--- src/rtl/bp_pkg.sv ---
// Shared branch-predictor definitions: in-flight entry layout, default index
// width and the 2-bit PHT counter encoding used by both the PHT and gshare_ctrl.
package bp_pkg;

  localparam int BP_INDEX_WIDTH = 12;

  typedef logic [BP_INDEX_WIDTH-1:0] bp_index_t;

  // ghr is stored zero-extended to the index width so one entry type fits any
  // history length up to the index width.
  typedef struct packed {
    bp_index_t index;
    bp_index_t ghr;
  } bp_entry_t;

  localparam logic [1:0] PHT_STRONG_NT = 2'b00;
  localparam logic [1:0] PHT_WEAK_NT   = 2'b01;
  localparam logic [1:0] PHT_WEAK_T    = 2'b10;
  localparam logic [1:0] PHT_STRONG_T  = 2'b11;

  // Saturating 2-bit counter step shared with the PHT.
  function automatic logic [1:0] pht_next(input logic [1:0] state, input logic taken);
    logic [1:0] nxt;
    case (state)
      PHT_STRONG_NT: nxt = taken ? PHT_WEAK_NT  : PHT_STRONG_NT;
      PHT_WEAK_NT:   nxt = taken ? PHT_WEAK_T   : PHT_STRONG_NT;
      PHT_WEAK_T:    nxt = taken ? PHT_STRONG_T : PHT_WEAK_NT;
      PHT_STRONG_T:  nxt = taken ? PHT_STRONG_T : PHT_WEAK_T;
      default:       nxt = PHT_WEAK_NT;
    endcase
    return nxt;
  endfunction

endpackage

--- src/rtl/gshare_ctrl_if.sv ---
// Fetch / resolve / PHT-update signal bundle for gshare_ctrl.
interface gshare_ctrl_if
  import bp_pkg::*;
#(
  parameter int INDEX_WIDTH = BP_INDEX_WIDTH,
  parameter int DEPTH       = 8
) ();

  localparam int CW = $clog2(DEPTH) + 1;

  logic                   fetch_valid_i;
  logic                   fetch_is_br_i;
  logic [31:0]            fetch_pc_i;
  logic                   pred_taken_i;
  logic [INDEX_WIDTH-1:0] rd_index_o;
  logic                   full_o;
  logic                   resolve_valid_i;
  logic                   resolve_taken_i;
  logic                   resolve_mispred_i;
  logic                   flush_i;
  logic                   update_en_o;
  logic [INDEX_WIDTH-1:0] update_index_o;
  logic                   br_taken_o;
  logic [CW-1:0]          count_o;

  modport master (
    output fetch_valid_i, fetch_is_br_i, fetch_pc_i, pred_taken_i,
    output resolve_valid_i, resolve_taken_i, resolve_mispred_i, flush_i,
    input  rd_index_o, full_o, update_en_o, update_index_o, br_taken_o, count_o
  );

  modport slave (
    input  fetch_valid_i, fetch_is_br_i, fetch_pc_i, pred_taken_i,
    input  resolve_valid_i, resolve_taken_i, resolve_mispred_i, flush_i,
    output rd_index_o, full_o, update_en_o, update_index_o, br_taken_o, count_o
  );

endinterface

--- src/rtl/br_info_fifo.sv ---
// In-flight branch FIFO: holds {index, history snapshot} per predicted branch
// in program order; clear wins over push and pop.
module br_info_fifo
  import bp_pkg::*;
#(
  parameter int DEPTH = 8
) (
  input  logic                     clk_i,
  input  logic                     rst_i,
  input  logic                     push,
  input  logic                     pop,
  input  logic                     clear,
  input  bp_entry_t                din,
  output bp_entry_t                head,
  output logic [$clog2(DEPTH):0]   count,
  output logic                     full
);

  localparam int PW = $clog2(DEPTH);
  localparam int CW = PW + 1;

  bp_entry_t         mem_r [DEPTH];
  logic [PW-1:0]     wr_ptr_r;
  logic [PW-1:0]     rd_ptr_r;
  logic [CW-1:0]     count_r;
  logic [CW-1:0]     count_next_s;
  logic              full_r;
  logic              wr_en_s;
  logic              rd_en_s;

  assign wr_en_s = push & ~full_r & ~clear;
  assign rd_en_s = pop & (count_r != {CW{1'b0}}) & ~clear;

  // Occupancy for the next cycle.
  always_comb begin
    count_next_s = count_r;
    if (clear) begin
      count_next_s = {CW{1'b0}};
    end else if (wr_en_s && !rd_en_s) begin
      count_next_s = count_r + CW'(1);
    end else if (rd_en_s && !wr_en_s) begin
      count_next_s = count_r - CW'(1);
    end else begin
      count_next_s = count_r;
    end
  end

  // Pointers, count and full flag; pointers wrap naturally as DEPTH is a power of two.
  always_ff @(posedge clk_i or posedge rst_i) begin
    if (rst_i) begin
      wr_ptr_r <= {PW{1'b0}};
      rd_ptr_r <= {PW{1'b0}};
      count_r  <= {CW{1'b0}};
      full_r   <= 1'b0;
    end else begin
      if (clear) begin
        wr_ptr_r <= {PW{1'b0}};
        rd_ptr_r <= {PW{1'b0}};
      end else begin
        if (wr_en_s) wr_ptr_r <= wr_ptr_r + PW'(1);
        if (rd_en_s) rd_ptr_r <= rd_ptr_r + PW'(1);
      end
      count_r <= count_next_s;
      full_r  <= (count_next_s == CW'(DEPTH));
    end
  end

  // Entry storage; contents are only meaningful below count_r.
  always_ff @(posedge clk_i) begin
    if (wr_en_s) begin
      mem_r[wr_ptr_r] <= din;
    end
  end

  assign head  = mem_r[rd_ptr_r];
  assign count = count_r;
  assign full  = full_r;

endmodule

--- src/rtl/gshare_ctrl.sv ---
// gshare index generation, speculative/committed global history and PHT
// update sequencing, with history repair on mispredict or flush.
module gshare_ctrl
  import bp_pkg::*;
#(
  parameter int INDEX_WIDTH = BP_INDEX_WIDTH,
  parameter int HIST_WIDTH  = 12,
  parameter int DEPTH       = 8
) (
  input  logic    clk_i,
  input  logic    rst_i,
  gshare_ctrl_if.slave bus
);

  localparam int CW = $clog2(DEPTH) + 1;

  logic [HIST_WIDTH-1:0]  spec_ghr_r;
  logic [HIST_WIDTH-1:0]  commit_ghr_r;
  logic [HIST_WIDTH-1:0]  spec_ghr_next_s;
  logic [HIST_WIDTH-1:0]  commit_ghr_next_s;
  logic [HIST_WIDTH-1:0]  resolved_hist_s;
  logic [INDEX_WIDTH-1:0] rd_index_s;
  logic                   update_en_r;
  logic [INDEX_WIDTH-1:0] update_index_r;
  logic                   br_taken_r;
  bp_entry_t              head_s;
  bp_entry_t              push_entry_s;
  logic [CW-1:0]          count_s;
  logic                   full_s;
  logic                   push_s;
  logic                   pop_s;
  logic                   mispred_s;
  logic                   clear_s;
  logic                   unused_s;

  function automatic logic [HIST_WIDTH-1:0] shift_hist(input logic [HIST_WIDTH-1:0] h,
                                                       input logic b);
    logic [HIST_WIDTH-1:0] r;
    r    = h << 1;
    r[0] = b;
    return r;
  endfunction

  assign rd_index_s = bus.fetch_pc_i[INDEX_WIDTH+1:2] ^ INDEX_WIDTH'(spec_ghr_r);

  assign push_s    = bus.fetch_valid_i & bus.fetch_is_br_i & ~full_s;
  assign pop_s     = bus.resolve_valid_i & (count_s != {CW{1'b0}});
  assign mispred_s = pop_s & bus.resolve_mispred_i;
  // Younger entries are wrong-path after a mispredict or flush.
  assign clear_s   = mispred_s | bus.flush_i;

  assign push_entry_s.index = bp_index_t'(rd_index_s);
  assign push_entry_s.ghr   = bp_index_t'(spec_ghr_r);
  assign resolved_hist_s    = shift_hist(head_s.ghr[HIST_WIDTH-1:0], bus.resolve_taken_i);

  br_info_fifo #(
    .DEPTH (DEPTH)
  ) u_fifo (
    .clk_i (clk_i),
    .rst_i (rst_i),
    .push  (push_s),
    .pop   (pop_s),
    .clear (clear_s),
    .din   (push_entry_s),
    .head  (head_s),
    .count (count_s),
    .full  (full_s)
  );

  // Next history values; flush restores from the post-pop committed history.
  always_comb begin
    commit_ghr_next_s = commit_ghr_r;
    spec_ghr_next_s   = spec_ghr_r;
    if (pop_s) begin
      commit_ghr_next_s = resolved_hist_s;
    end else begin
      commit_ghr_next_s = commit_ghr_r;
    end
    if (bus.flush_i) begin
      spec_ghr_next_s = commit_ghr_next_s;
    end else if (mispred_s) begin
      spec_ghr_next_s = resolved_hist_s;
    end else if (push_s) begin
      spec_ghr_next_s = shift_hist(spec_ghr_r, bus.pred_taken_i);
    end else begin
      spec_ghr_next_s = spec_ghr_r;
    end
  end

  // History registers and the PHT update port register.
  always_ff @(posedge clk_i or posedge rst_i) begin
    if (rst_i) begin
      spec_ghr_r     <= {HIST_WIDTH{1'b0}};
      commit_ghr_r   <= {HIST_WIDTH{1'b0}};
      update_en_r    <= 1'b0;
      update_index_r <= {INDEX_WIDTH{1'b0}};
      br_taken_r     <= 1'b0;
    end else begin
      spec_ghr_r   <= spec_ghr_next_s;
      commit_ghr_r <= commit_ghr_next_s;
      update_en_r  <= pop_s;
      if (pop_s) begin
        update_index_r <= head_s.index[INDEX_WIDTH-1:0];
        br_taken_r     <= bus.resolve_taken_i;
      end
    end
  end

  assign bus.rd_index_o     = rd_index_s;
  assign bus.full_o         = full_s;
  assign bus.count_o        = count_s;
  assign bus.update_en_o    = update_en_r;
  assign bus.update_index_o = update_index_r;
  assign bus.br_taken_o     = br_taken_r;

  assign unused_s = ^{bus.fetch_pc_i[31:INDEX_WIDTH+2], bus.fetch_pc_i[1:0], head_s};

endmodule

--- src/flat_wrapper.sv ---
// flat-port wrapper written by rule: the top's interface ports become plain ports
module gshare_ctrl_flat import bp_pkg::*;
#(
  parameter int INDEX_WIDTH = BP_INDEX_WIDTH,
  parameter int HIST_WIDTH  = 12,
  parameter int DEPTH       = 8
)
  (clk_i, rst_i, bus_fetch_valid_i, bus_fetch_is_br_i, bus_fetch_pc_i, bus_pred_taken_i, bus_resolve_valid_i, bus_resolve_taken_i, bus_resolve_mispred_i, bus_flush_i, bus_rd_index_o, bus_full_o, bus_update_en_o, bus_update_index_o, bus_br_taken_o, bus_count_o);
  gshare_ctrl_if #(.INDEX_WIDTH(INDEX_WIDTH), .DEPTH(DEPTH)) bus_i ();
  input  logic clk_i;
  input  logic rst_i;
  input wire logic [$bits(bus_i.fetch_valid_i)-1:0] bus_fetch_valid_i;
  input wire logic [$bits(bus_i.fetch_is_br_i)-1:0] bus_fetch_is_br_i;
  input wire logic [$bits(bus_i.fetch_pc_i)-1:0] bus_fetch_pc_i;
  input wire logic [$bits(bus_i.pred_taken_i)-1:0] bus_pred_taken_i;
  input wire logic [$bits(bus_i.resolve_valid_i)-1:0] bus_resolve_valid_i;
  input wire logic [$bits(bus_i.resolve_taken_i)-1:0] bus_resolve_taken_i;
  input wire logic [$bits(bus_i.resolve_mispred_i)-1:0] bus_resolve_mispred_i;
  input wire logic [$bits(bus_i.flush_i)-1:0] bus_flush_i;
  output wire logic [$bits(bus_i.rd_index_o)-1:0] bus_rd_index_o;
  output wire logic [$bits(bus_i.full_o)-1:0] bus_full_o;
  output wire logic [$bits(bus_i.update_en_o)-1:0] bus_update_en_o;
  output wire logic [$bits(bus_i.update_index_o)-1:0] bus_update_index_o;
  output wire logic [$bits(bus_i.br_taken_o)-1:0] bus_br_taken_o;
  output wire logic [$bits(bus_i.count_o)-1:0] bus_count_o;
  assign bus_i.fetch_valid_i = bus_fetch_valid_i;
  assign bus_i.fetch_is_br_i = bus_fetch_is_br_i;
  assign bus_i.fetch_pc_i = bus_fetch_pc_i;
  assign bus_i.pred_taken_i = bus_pred_taken_i;
  assign bus_i.resolve_valid_i = bus_resolve_valid_i;
  assign bus_i.resolve_taken_i = bus_resolve_taken_i;
  assign bus_i.resolve_mispred_i = bus_resolve_mispred_i;
  assign bus_i.flush_i = bus_flush_i;
  assign bus_rd_index_o = bus_i.rd_index_o;
  assign bus_full_o = bus_i.full_o;
  assign bus_update_en_o = bus_i.update_en_o;
  assign bus_update_index_o = bus_i.update_index_o;
  assign bus_br_taken_o = bus_i.br_taken_o;
  assign bus_count_o = bus_i.count_o;
  gshare_ctrl #(.INDEX_WIDTH(INDEX_WIDTH), .HIST_WIDTH(HIST_WIDTH), .DEPTH(DEPTH)) u_core (.clk_i(clk_i), .rst_i(rst_i), .bus(bus_i));
endmodule
--- config.mk ---
export PLATFORM = sky130hd
export DESIGN_NAME = gshare_ctrl_flat
export DESIGN_NICKNAME = d
export VERILOG_FILES = /design/src/rtl/bp_pkg.sv /design/src/rtl/gshare_ctrl_if.sv /design/src/rtl/br_info_fifo.sv /design/src/rtl/gshare_ctrl.sv /design/src/flat_wrapper.sv
export SDC_FILE = /design/constraint.sdc
export NUM_CORES = 1
export LEC_CHECK = 0
export CORE_ASPECT_RATIO = 0.7
export CORE_MARGIN = 4
export CORE_UTILIZATION = 37
export CTS_BUF_LIST = sky130_fd_sc_hd__clkbuf_2
export DETAILED_ROUTE_END_ITERATION = 10
export HOLD_SLACK_MARGIN = 0.1
export PLACE_DENSITY_LB_ADDON = 0.08
export SETUP_SLACK_MARGIN = 0.5
export SYNTH_ARGS = -nofsm -noshare
export SYNTH_HDL_FRONTEND = slang
export SYNTH_HIERARCHICAL = 1
export SYNTH_SLANG_ARGS = --single-unit
--- constraint.sdc ---
create_clock -name clk_i -period 4.9 [get_ports clk_i]
set_clock_uncertainty 0.05 [all_clocks]
set_input_delay 0.49 -clock clk_i [delete_from_list [all_inputs] [get_ports clk_i]]
set_output_delay 0.49 -clock clk_i [all_outputs]
set_load 0.02 [all_outputs]
Yosys cells after proc, flatten, opt, wreduce, memory -nomap -nowiden. Memories as Yosys holds them, arrays and structs flattened. Index checks and enable logic that the tools add are counted.

Bits in registers: 49. Memory bits (writable): 192. Input port bits: 41. Output and inout port bits: 31. Word-level logic and storage cells: 48. Memories: 1.

$add $sub $neg: 4. Equality and inequality tests: 1. Mux-type cells: 13. Bitwise operators: 12. Reduce and logical (&&, ||, !) cells: 8.

Memory list: u_core.u_fifo.mem_r (words 8, width 24, read ports 1, clocked after Yosys merged registers in 0, write ports 1, RTL line br_info_fifo.sv:22) `bp_entry_t mem_r [DEPTH];`.

Operator list (number): $mux W12 (4); $mux W3 (4); $mux W4 (3); $xor A12 B12 Y12 (1); $and A1 B1 Y1 (8); $add A3 B1 Y3 const B (2); $add A4 B1 Y4 const B (1); $eq A4 B4 Y1 const B (1); $reduce_bool A2 Y1 (2); $reduce_bool A4 Y1 (1); $sub A4 B1 Y4 const B (1); $reduce_bool A3 Y1 (1); $logic_and A1 B1 Y1 (2); $logic_not A1 Y1 (2); $mux W1 (2); $not A1 Y1 (2); $or A1 B1 Y1 (1).

Longest topological paths before layout.
Word-level depth: 12. Gate-level depth with buffers: 10. Gate-level depth less buffers: 7.

Hierarchy. The synthesis kept the hierarchy.

Modules (own cells, without submodules): br_info_fifo (times used 1, cells an instance 363, area each 7921.3 sq um, sequential area each 6040.8 sq um); gshare_ctrl (times used 1, cells an instance 171, area each 1737.9 sq um, sequential area each 950.9 sq um).

Least setup slack after synthesis. No wires, ideal clock.

Path type: reg-to-reg. Start point: reg u_core.u_fifo.count_r[1] (netlist: u_core/u_fifo/count[1]). End point: mem u_core/u_fifo/mem_r[0][0] (netlist name), enable pin. Library setup time: 435 ps. Arrival time: 3757 ps. Data required time: 4415 ps. Slack: 658 ps. Stages on the path, launching flop included: 8. Buffers on the path: 2. Period minus slack after synthesis: 4242 ps. Cells stage by stage: dfrtp_1 > o41ai_4 > inv_2 > buf_4 > a21o_1 > buf_2 > or3_1 > nor3_1.

Cells in the longest elaborated chain, start to end: 8.

Ends and longest elaborated chain: from (decl) (RTL line br_info_fifo.sv:25) `logic [CW-1:0] count_r;`; from (signal assigned) (RTL line br_info_fifo.sv:53) `count_r <= {CW{1'b0}};`; from (signal assigned) (RTL line br_info_fifo.sv:63) `count_r <= count_next_s;`; $reduce_bool A4 Y1 (RTL line gshare_ctrl.sv:47) `assign pop_s = bus.resolve_valid_i & (count_s != {CW{1'b0}});`; $and A1 B1 Y1 (RTL line gshare_ctrl.sv:47); $and A1 B1 Y1 (RTL line gshare_ctrl.sv:48) `assign mispred_s = pop_s & bus.resolve_mispred_i;`; $or A1 B1 Y1 (RTL line gshare_ctrl.sv:50) `assign clear_s = mispred_s | bus.flush_i;`; via u_core.clear_s (RTL line gshare_ctrl.sv:33) `logic clear_s;`; $not A1 Y1 (RTL line br_info_fifo.sv:31) `assign wr_en_s = push & ~full_r & ~clear;`; $and A1 B1 Y1 (RTL line br_info_fifo.sv:31); $mux W1 (RTL line br_info_fifo.sv:70) `if (wr_en_s) begin`; $mux W1 (not written as such) (RTL line br_info_fifo.sv:71) `mem_r[wr_ptr_r] <= din;`; to (decl) (RTL line br_info_fifo.sv:22).

The timed path passes the listed nets, and every way through them passes these cells.

Final worst setup path.
Start point: reg u_core.u_fifo.count_r[0] (netlist: u_core/u_fifo/count[0]). End point: mem u_core/u_fifo/mem_r[3][10] (netlist name), enable pin.

Cells in the longest elaborated chain, start to end: 8.

Ends and longest elaborated chain (RTL line): $reduce_bool A4 Y1 (gshare_ctrl.sv:47); $and A1 B1 Y1 (gshare_ctrl.sv:47); $and A1 B1 Y1 (gshare_ctrl.sv:48); $or A1 B1 Y1 (gshare_ctrl.sv:50); $not A1 Y1 (br_info_fifo.sv:31); $and A1 B1 Y1 (br_info_fifo.sv:31); $mux W1 (br_info_fifo.sv:70); $mux W1 (not written as such) (br_info_fifo.sv:71).

Every way passes these cells.

==> impl_metrics.tcl <==
set metrics [dict create \
    outcome "completed" \
    max_freq_mhz 308 \
    cts.sinks 233 \
    grtUsageTotal_pct 15.9 \
    die_w_um 198 \
    worstSkewPairLatency_ns 0.82 \
    core-area_um2 24800 \
    io_port_bufs 51 \
    cp_max_fo 17 \
    die_area_um2 28000 \
    mappedNetlistNets 568 \
    post_cts.repair.setup_buffers 0 \
    tritoncts "built" \
    worst_slew_pin_slew_ns 1.04 \
    timing.critical_path.to_type "flop" \
    cts.reportedPaths.clkPinSlew_ns 0.11 \
    drv.max_cap_violation_count 0 \
    post_synth.cell_area_avg_um2 17.9 \
    crit_path_start_kind "flop" \
    hold_slack_ns 0.308 \
    worstPathBufferInverterCount 3 \
    fp-row-count 48 \
    antenna_found_initial 1 \
    detail_route.wl_per_cell_um 21.7 \
    crit_family "buffers and inverters" \
    hold_path_class "input port to flop" \
    share_of_cells_above_drive_strength_1_pct 29.8 \
    hpwlAfterDp_um 11900 \
    cts.htree.levels 2 \
    grt_max_degree 49 \
    syn_inst 523 \
    remaining_antenna_violation_count_after_routing 0 \
    first_global_vias 5413 \
    syn2layout_area_growth_pct 15.3 \
    post_synthesis_instance_area_um2 9360 \
    fin_crit_ns 3.25 \
    ctsRootBufferMaster "clkbuf_2" \
    crit_path_most_repeated_cell "buf_4" \
    crit_chain "o41ai_4 -> buf_4 -> inv_2 -> a21o_1 -> nor2_1 -> nand2_1 -> nor2_2 -> buf_4" \
    gp_routability_congestion 0.724 \
    remaining_drc_errors 0 \
    vdd.ir_drop.worst_v 0.000156 \
    setup_violations 0 \
    final_nets 667 \
    clock_path_buffers 3 \
    layout_worst_path_cycle_share_pct 66.2 \
    globalRouteOverflowTotal 0 \
    ioPinCount 72 \
    worst_setup_path_type "flop to flop" \
    unrepaired_setup_endpoints_after_global_routing "no" \
    detail_route.wirelength_um 21500 \
    vertical_extent_of_the_die_um 141 \
    critical_path.max_stage_delay_ns 0.56 \
    power-per-cell-area_nw_per_um2 426 \
    number_of_buffers_added_by_the_clock_tree_synthesis_step 56 \
    synthesis.yosys.warnings 6 \
    dr.pass1.iters 4 \
    setup_total_negative_slack_ns 0 \
    detail_route.iter0.violations 228 \
    final_report_max_slew_violation_count 0 \
    final_report_hold_violation_count 0 \
    route.detailed.vias_per_inst 5.04 \
    postCtsResizedCells 0 \
    cp.arrival_ns 3.65 \
    route.vias.total 5003 \
    initial_core_util_pct 37.7 \
    maxSlewHeadroom_pct 30.4 \
    crit_slowest_cell "nor2_2" \
    power.total_uw 4600 \
    critical_path_required_ns 5.31 \
    power.static_leakage_uw 0.00377 \
    grt_pass1_wl_um 33000 \
]
==> what timing repair did <==
item | 4_1_cts | 5_1_grt
setup endpoints to repair | 0 | 0
hold buffers | 1 | 0
endpoints found under the hold margin | 11 | 0
==> worst register-to-register path, stage by stage (launching register included) <==
cell	delay, ns
dfrtp_1	0.51
o41ai_4	0.36
buf_4	0.37
inv_2	0.06
a21o_1	0.25
nor2_1	0.13
nand2_1	0.16
nor2_2	0.56
buf_4	0.44
==> stage by stage <==
step	std cells	area, um^2	setup slack, ns	utilization (%)
floorplan	523	9360	0.729	-
finish	993	10800	1.65	43.5
global placement	888	10300	1.57	41.5
CTS	992	10800	1.51	43.5
global route	993	10800	1.40	43.5
detailed placement	888	10300	1.49	41.5
==> power by group <==
group          internal [uW]  switching (uW)  leakage, uW  total (uW)
Sequential              2450             177      0.00227        2630
Combinational            349             426      0.00112         775
Clock                    451             748     0.000376        1200
Total                   3250            1350      0.00377        4600
==> layout by cell type, fill, tap and decap left out, drive strengths merged, types with 3 or more instances in the layout <==
| cell | n |
|---|---|
| xor2 | 14 |
| clkinv | 21 |
| nor3 | 3 |
| edfxtp | 184 |
| xnor2 | 4 |
| clkdlybuf4s50 | 51 |
| nor2 | 24 |
| ha | 4 |
| nand2b | 3 |
| inv | 6 |
| o22ai | 12 |
| a21oi | 5 |
| buf | 15 |
| mux4 | 46 |
| o21ai | 3 |
| nand2 | 70 |
| dfrtp | 49 |
| mux2 | 34 |
| o31ai | 12 |
| clkbuf | 83 |
==> state kept, by name (all words and copies together), names as in the netlist <==
register and flops:
u_core/u_fifo/mem_r 184, u_core/bus.update_index_o 12, u_core/commit_ghr_r 12, u_core/spec_ghr_r 12
u_core/u_fifo/count 4, u_core/u_fifo/rd_ptr_r 3, u_core/u_fifo/wr_ptr_r 3, u_core/bus.br_taken_o 1
u_core/bus.update_en_o 1, u_core/u_fifo/full 1
==> layer usage <==
metal  part of all wire, %  GRT usage (%)  vias up
li1                      -              -     2259
met1                    47           22.0     2613
met2                    48           25.5       89
met3                   3.5           3.49       42
met4                   1.9           4.96        0
met5                     0              0        -
==> path summary, 6_finish.rpt <==
kind	start	endpoint	slack, ns	depth (start not counted)
setup / recovery	u_core/u_fifo/count[0]	u_core/u_fifo/mem_r[3][10]	1.65	8
hold / removal	bus_resolve_taken_i	u_core/bus.br_taken_o	0.31	3
min in group asynchronous	rst_i	u_core/u_fifo/count[2]	0.57	3
hold reg to reg	u_core/commit_ghr_r[10]	u_core/commit_ghr_r[10]	0.43	2
setup reg to reg	u_core/u_fifo/count[0]	u_core/u_fifo/mem_r[3][10]	1.65	8
max in group asynchronous	rst_i	u_core/commit_ghr_r[8]	3.42	3
==> final cells by class <==
type / count / area, um^2
Fill cell: 2265 / 14000
Sequential cell: 233 / 6760
Multi-Input combinational cell: 257 / 2470
Timing Repair Buffer: 67 / 646
Clock buffer: 83 / 415
Tap cell: 325 / 407
Clock inverter: 20 / 75.1
Inverter: 7 / 26.3
Antenna cell: 1 / 2.50
Power figures use the tool's default switching activity.
